--- src/rtl/rtc_bus_arbiter.sv ---
// Arbiter and transaction sequencer for the multiplexed address/data bus to the RTC chip.
// Grants one of irq/wr/rd per idle cycle and runs an address phase plus a data phase with gaps.
//
// state  | meaning
// -------+--------------------------------------------------------------
// IDLE   | bus released; arbitration between pending requests
// ADDR   | address phase: cs_n/wr_n low, ale high, address driven
// GAP1   | turnaround after address; bus keeps driving only for writes
// DATA   | data phase: wr_n (write) or rd_n (read) low
// GAP2   | turnaround after data; all strobes inactive, bus released
// DONE   | one-cycle completion pulse, read byte published
module rtc_bus_arbiter #(
  parameter int unsigned T_PULSE    = 4,
  parameter int unsigned T_GAP      = 2,
  parameter int unsigned MAX_WR_RUN = 2
) (
  input  logic       clk,
  input  logic       rst,
  input  logic       req_irq,
  input  logic       req_wr,
  input  logic       req_rd,
  input  logic [7:0] addr_irq,
  input  logic [7:0] addr_wr,
  input  logic [7:0] addr_rd,
  input  logic [7:0] wdata_irq,
  input  logic [7:0] wdata_wr,
  output logic [2:0] gnt,
  output logic       done_irq,
  output logic       done_wr,
  output logic       done_rd,
  output logic [7:0] rdata,
  output logic       rdata_valid,
  output logic       busy,
  output logic       cs_n,
  output logic       rd_n,
  output logic       wr_n,
  output logic       ale,
  output logic [7:0] ad_out,
  output logic       ad_oe,
  input  logic [7:0] ad_in
);

  localparam logic [3:0] PULSE_LD = 4'(T_PULSE - 1);
  localparam logic [3:0] GAP_LD   = 4'(T_GAP - 1);
  localparam logic [3:0] RUN_MAX  = 4'(MAX_WR_RUN);

  typedef enum logic [2:0] {
    S_IDLE,
    S_ADDR,
    S_GAP1,
    S_DATA,
    S_GAP2,
    S_DONE
  } state_t;

  state_t     state, state_nxt;
  logic [3:0] cnt, cnt_nxt;
  logic [3:0] run, run_nxt;
  logic [2:0] win, gnt_nxt;
  logic [7:0] addr_q, addr_nxt;
  logic [7:0] data_q, data_nxt;
  logic       is_wr, wr_nxt;
  logic [7:0] cap;

  logic       cs_n_nxt, rd_n_nxt, wr_n_nxt, ale_nxt, ad_oe_nxt;
  logic [7:0] ad_out_nxt;

  // A read that has waited through RUN_MAX write grants jumps ahead of writes.
  always_comb begin
    win = 3'b000;
    if (req_irq)
      win = 3'b100;
    else if (req_wr && !(req_rd && run == RUN_MAX))
      win = 3'b010;
    else if (req_rd)
      win = 3'b001;
  end

  always_comb begin
    state_nxt = state;
    cnt_nxt   = cnt;
    run_nxt   = run;
    gnt_nxt   = gnt;
    addr_nxt  = addr_q;
    data_nxt  = data_q;
    wr_nxt    = is_wr;
    case (state)
      S_IDLE: begin
        gnt_nxt = win;
        if (win[2])
          run_nxt = run;
        else if (win[1] && req_rd)
          run_nxt = (run == RUN_MAX) ? run : run + 4'd1;
        else
          run_nxt = 4'd0;
        if (win != 3'b000) begin
          state_nxt = S_ADDR;
          cnt_nxt   = PULSE_LD;
          wr_nxt    = !win[0];
          if (win[2]) begin
            addr_nxt = addr_irq;
            data_nxt = wdata_irq;
          end else if (win[1]) begin
            addr_nxt = addr_wr;
            data_nxt = wdata_wr;
          end else begin
            addr_nxt = addr_rd;
          end
        end
      end
      S_ADDR: begin
        if (cnt == 4'd0) begin
          state_nxt = S_GAP1;
          cnt_nxt   = GAP_LD;
        end else begin
          cnt_nxt = cnt - 4'd1;
        end
      end
      S_GAP1: begin
        if (cnt == 4'd0) begin
          state_nxt = S_DATA;
          cnt_nxt   = PULSE_LD;
        end else begin
          cnt_nxt = cnt - 4'd1;
        end
      end
      S_DATA: begin
        if (cnt == 4'd0) begin
          state_nxt = S_GAP2;
          cnt_nxt   = GAP_LD;
        end else begin
          cnt_nxt = cnt - 4'd1;
        end
      end
      S_GAP2: begin
        if (cnt == 4'd0) begin
          state_nxt = S_DONE;
          cnt_nxt   = 4'd0;
        end else begin
          cnt_nxt = cnt - 4'd1;
        end
      end
      S_DONE: begin
        state_nxt = S_IDLE;
        cnt_nxt   = 4'd0;
        gnt_nxt   = 3'b000;
      end
      default: begin
        state_nxt = S_IDLE;
        cnt_nxt   = 4'd0;
        gnt_nxt   = 3'b000;
      end
    endcase
  end

  // Pins are decoded from the next state so they change together with the state register.
  always_comb begin
    cs_n_nxt   = 1'b1;
    rd_n_nxt   = 1'b1;
    wr_n_nxt   = 1'b1;
    ale_nxt    = 1'b0;
    ad_oe_nxt  = 1'b0;
    ad_out_nxt = ad_out;
    case (state_nxt)
      S_ADDR: begin
        cs_n_nxt   = 1'b0;
        wr_n_nxt   = 1'b0;
        ale_nxt    = 1'b1;
        ad_oe_nxt  = 1'b1;
        ad_out_nxt = addr_nxt;
      end
      S_GAP1: ad_oe_nxt = wr_nxt;
      S_DATA: begin
        cs_n_nxt = 1'b0;
        if (wr_nxt) begin
          wr_n_nxt   = 1'b0;
          ad_oe_nxt  = 1'b1;
          ad_out_nxt = data_nxt;
        end else begin
          rd_n_nxt = 1'b0;
        end
      end
      default: ;
    endcase
  end

  always_ff @(posedge clk) begin
    if (!rst) begin
      state       <= S_IDLE;
      cnt         <= 4'd0;
      run         <= 4'd0;
      gnt         <= 3'b000;
      addr_q      <= 8'd0;
      data_q      <= 8'd0;
      is_wr       <= 1'b0;
      cap         <= 8'd0;
      rdata       <= 8'd0;
      rdata_valid <= 1'b0;
      done_irq    <= 1'b0;
      done_wr     <= 1'b0;
      done_rd     <= 1'b0;
      busy        <= 1'b0;
      cs_n        <= 1'b1;
      rd_n        <= 1'b1;
      wr_n        <= 1'b1;
      ale         <= 1'b0;
      ad_oe       <= 1'b0;
      ad_out      <= 8'd0;
    end else begin
      state  <= state_nxt;
      cnt    <= cnt_nxt;
      run    <= run_nxt;
      gnt    <= gnt_nxt;
      addr_q <= addr_nxt;
      data_q <= data_nxt;
      is_wr  <= wr_nxt;
      if (state == S_DATA && cnt == 4'd0 && !is_wr)
        cap <= ad_in;
      if (state_nxt == S_DONE && !is_wr)
        rdata <= cap;
      rdata_valid <= (state_nxt == S_DONE) && !is_wr;
      {done_irq, done_wr, done_rd} <= (state_nxt == S_DONE) ? gnt : 3'b000;
      busy   <= (state_nxt != S_IDLE);
      cs_n   <= cs_n_nxt;
      rd_n   <= rd_n_nxt;
      wr_n   <= wr_n_nxt;
      ale    <= ale_nxt;
      ad_oe  <= ad_oe_nxt;
      ad_out <= ad_out_nxt;
    end
  end

endmodule

--- config.mk ---
export PLATFORM = sky130hd
export DESIGN_NAME = rtc_bus_arbiter
export DESIGN_NICKNAME = d
export VERILOG_FILES = /design/src/rtl/rtc_bus_arbiter.sv
export SDC_FILE = /design/constraint.sdc
export NUM_CORES = 1
export LEC_CHECK = 0
export CAP_MARGIN = 10
export CORE_ASPECT_RATIO = 2
export CORE_UTILIZATION = 40
export CTS_CLUSTER_DIAMETER = 60
export DETAILED_ROUTE_END_ITERATION = 6
export PLACE_DENSITY = 0.67
export SLEW_MARGIN = 20
export SYNTH_ARGS = -nofsm -noshare
export SYNTH_HDL_FRONTEND = slang
export SYNTH_SLANG_ARGS = --single-unit
--- constraint.sdc ---
create_clock -name clk -period 6.11 [get_ports clk]
set_clock_uncertainty 0.2 [all_clocks]
set_input_delay 1.222 -clock clk [delete_from_list [all_inputs] [get_ports clk]]
set_output_delay 1.222 -clock clk [all_outputs]
set_load 0.1 [all_outputs]
==> run_results.csv <==
group,metric,value,unit
placed_design,io_buffers,81,
hold_path,hold_depth,1,
synth,synth_top_family_by_area,"simple AND/OR/NAND/NOR gates",
worst_setup_path,crit_path_max_fanout,28,
synth,synth_area,3230,um^2
worst_setup_path,reg2reg_depth,5,
cells_and_area,nNetsFinal,495,
worst_setup_path,reg2reg_setup_slack,3.44,ns
hold_path,min_to,"ad_out[4]",
die,coreArea,7890,um^2
worst_setup_path,required,6.10,ns
synth,synth-simple-area-share,24.7,%
placed_design,placed_area,4090,um^2
synth,synth-async-reset-ratio,0,%
die,dieHeight,129,um
synth,synth.ff_latch_count,65,
worst_setup_path,critical_path_arrival,3.35,ns
hold_path,hold_path_class,"reg -> reg",
synth,synth_cells,372,
cts,cts_setup_buffers,0,
detailed_routing,ant_nets,0,
placed_design,place_hpwl,6870,um
cts,htree_num_levels,3,
die,die_width,65.5,um
cts,clock_latency,0.33,ns
sta,tns,0,ns
detailed_routing,vias,3061,
die,fp-row-count,46,
cells_and_area,drive_above_1_share,8.31,%
worst_setup_path,timing.rr.end,"ad_out[5]",
worst_setup_path,crit_family,"buffers and inverters",
job,cap_violations,0,
worst_setup_path,cp_common_cell,"o221a_2",
die,floorplan.initialDensity,40.9,%
sta,maxSlewViolCount,0,
detailed_routing,wl,9410,um
global_routing,grt_max_degree,36,
detailed_routing,first_pass_iters,6,
global_routing,track_usage,23.8,%
sta,timing.fmax,0.298,GHz
pwr,ir_drop,242,uV
die,io_pins,82,
synth,synth-edff-count,0,
die,die_area,8460,um^2
worst_setup_path,slowest_stage,"clkinv_1",
cts,cts_resized,0,
worst_setup_path,cpPeakStageDelay,0.49,ns
cts,cts_num_sinks,65,
cts,cts.clk_slew.worst_paths,0.05,ns
pwr,powerDensity,367,nW/um^2
cts,cts_tree,"done",
synth,synth_compound_area_share,22.7,%
cells_and_area,final_cell_mix,"80 x clkdlybuf4s50_1, 65 x dfxtp_1, 31 x nor2b_1, 29 x nand2_1, 23 x o21ai_0",
cells_and_area,nFillCells,739,
synth,synthFlopType,"dfxtp_1",
cts,hold_buffers,0,
cts,root_buffer,"clkbuf_16",
detailed_routing,post-route-drc-count,0,
worst_setup_path,end_kind,"flop",
detailed_routing,avgRoutedWirePerCell,17.4,um
synth,synthesis.nets,427,
sta,finalHoldViolations,0,
cts,cts_inserted_buffers,9,
run_status,status,"complete, no violations",
synth,synthAdderAreaFrac,1.09,%
synth,yosysWarnings,0,
cells_and_area,layout_commonest_cell,"clkdlybuf4s50_1",
synth,synthXorXnorAreaFrac,0.271,%
worst_setup_path,critPathKind,"in -> reg",
synth,yosysSeqAreaShare,40.3,%
cells_and_area,area_growth_syn_to_layout,35.4,%
worst_setup_path,critical_path.cell_chain,"clkdlybuf4s50_1, buf_4, clkinv_1, o221a_2, o221a_2, o22ai_1, a22oi_1",
global_routing,grt_pass1_wl,14900,um
sta,setup_viol,0,
synth,muxShareOfSynthArea,6.51,%
worst_setup_path,path_buf_inv,3,
global_routing,grt_pass1_vias,3040,
sta,period_share,55.0,%
hold_path,min_from,"ad_out[4]",
synth,synth_area_per_cell,8.68,um^2
sta,relSlewSlack,31.3,%
sta,worstMarginPinSlew,1.03,ns
worst_setup_path,r2r_start,"state[2]",
cells_and_area,antenna_cells,0,
sta,finalCriticalPeriod,3.36,ns
pwr,leakagePower,1.56,nW
detailed_routing,viasPerCell,5.66,
global_routing,antenna_found_initial,0,
synth,ys_types,56,
worst_setup_path,start_kind,"input pin",
cells_and_area,final_area,4370,um^2
cts,cts_buffer_depth,2,
sta,rsz0062_at_grt,"no",
placed_design,gp_congestion,0.848,
global_routing,overflow,0,
detailed_routing,drt_iter0_markers,156,
[layout make-up]
cell class / count / area [um^2] / share of cell area [%]
Clock buffer: 11 / 233 / 5.32
Clock inverter: 5 / 56.3 / 1.29
Inverter: 6 / 22.5 / 0.515
Multi-Input combinational cell: 272 / 1790 / 41.1
Sequential cell: 65 / 1300 / 29.8
Tap cell: 96 / 120 / 2.75
Timing Repair Buffer: 86 / 843 / 19.3
[cell families (layout without fill, tap and decap cells)]
| logic type | count (synthesis) | after routing |
|---|---|---|
| multiplexers | 21 | 21 |
| AO/OA/AOI/OAI | 105 | 105 |
| XOR/XNOR | 1 | 1 |
| AND/OR/NAND/NOR | 142 | 142 |
| flip-flops | 65 | 65 |
| buffers and inverters | 35 | 108 |
| adder cells (fa/ha/maj) | 3 | 3 |
[stage by stage]
stage	hold WS, ns	worst slack, ns	util (%)	power (mW)	cells
after floorplan	0.251	3.28	-	0.949	372
after global placement	0.255	2.42	51.8	1.10	525
after detailed placement	0.253	2.41	51.8	1.11	525
after CTS	0.270	2.75	55.5	1.61	541
after global routing	0.305	2.61	55.4	1.67	541
final	0.270	2.75	55.4	1.60	541
[registers in the layout (all words and copies together) (netlist names), 4 cells and up]
signal  count
ad_out      8
addr_q      8
cap         8
data_q      8
rdata       8
cnt         4
run         4
[worst max path at each step]
stage / slack, ns / end / startpoint / cells after the start
floorplan: 3.28 / run[2] / req_wr / 6
global placement: 2.42 / ad_out[6] / req_irq / 7
detailed placement: 2.41 / ad_out[6] / req_irq / 7
CTS: 2.75 / ad_out[6] / req_irq / 7
global route: 2.61 / ad_out[1] / req_irq / 7
finish: 2.75 / ad_out[6] / req_irq / 7
[synth_stat cells (2+ instances only)]
| library cell | count | area (um^2) |
|---|---|---|
| nand3b_1 | 2 | 15.0 |
| buf_2 | 2 | 10.0 |
| o21a_1 | 9 | 67.6 |
| dfxtp_1 | 65 | 1300 |
| a22oi_1 | 4 | 30.0 |
| nor3_1 | 4 | 20.0 |
| nor3b_1 | 5 | 37.5 |
| o22ai_1 | 3 | 18.8 |
| o22a_1 | 3 | 26.3 |
| and3_1 | 9 | 56.3 |
| o211ai_1 | 2 | 15.0 |
| a211oi_1 | 6 | 45.0 |
| mux2i_1 | 21 | 210 |
| nand3_1 | 9 | 45.0 |
| a21oi_1 | 15 | 75.1 |
| or3_1 | 6 | 37.5 |
| a21o_1 | 4 | 30.0 |
| nor2b_1 | 31 | 194 |
| and2_1 | 8 | 50.1 |
| o221a_2 | 4 | 45.0 |
| or3b_1 | 2 | 17.5 |
| nand2_1 | 29 | 109 |
| a221oi_1 | 5 | 43.8 |
| buf_1 | 2 | 7.51 |
| clkbuf_1 | 24 | 90.1 |
| o2bb2ai_1 | 4 | 35.0 |
| nand2b_1 | 2 | 12.5 |
| or2_2 | 3 | 18.8 |
| o21ai_0 | 23 | 115 |
| inv_1 | 5 | 18.8 |
| a21boi_0 | 6 | 45.0 |
| nand4_1 | 2 | 12.5 |
| a31oi_1 | 4 | 25.0 |
| nor2_1 | 21 | 78.8 |
| ha_1 | 2 | 25.0 |
| a32oi_1 | 4 | 35.0 |
| nor2_2 | 2 | 12.5 |
| a2bb2oi_1 | 2 | 17.5 |
[power by group]
part / total [mW] / internal (mW) / switching, mW / leakage [nW]
Clock: 0.501 / 0.315 / 0.186 / 0.139
Sequential: 0.529 / 0.480 / 0.0492 / 0.532
Combinational: 0.572 / 0.185 / 0.387 / 0.892
Total: 1.60 / 0.980 / 0.622 / 1.56
[routing by layer]
metal,part of all wire (%),GRT usage (%)
met3,4.0,4.23
met5,0,0
met4,4.9,15.3
met1,36,23.1
met2,55,44.3
[worst register-to-register path, stage by stage, from the launching register on]
cell,delay (ns)
dfxtp_1,0.50
or3_1,0.82
a221oi_1,0.53
a32oi_1,0.20
o21a_1,0.20
o2bb2ai_1,0.14
Note: power is estimated with default switching activity, not from simulation.
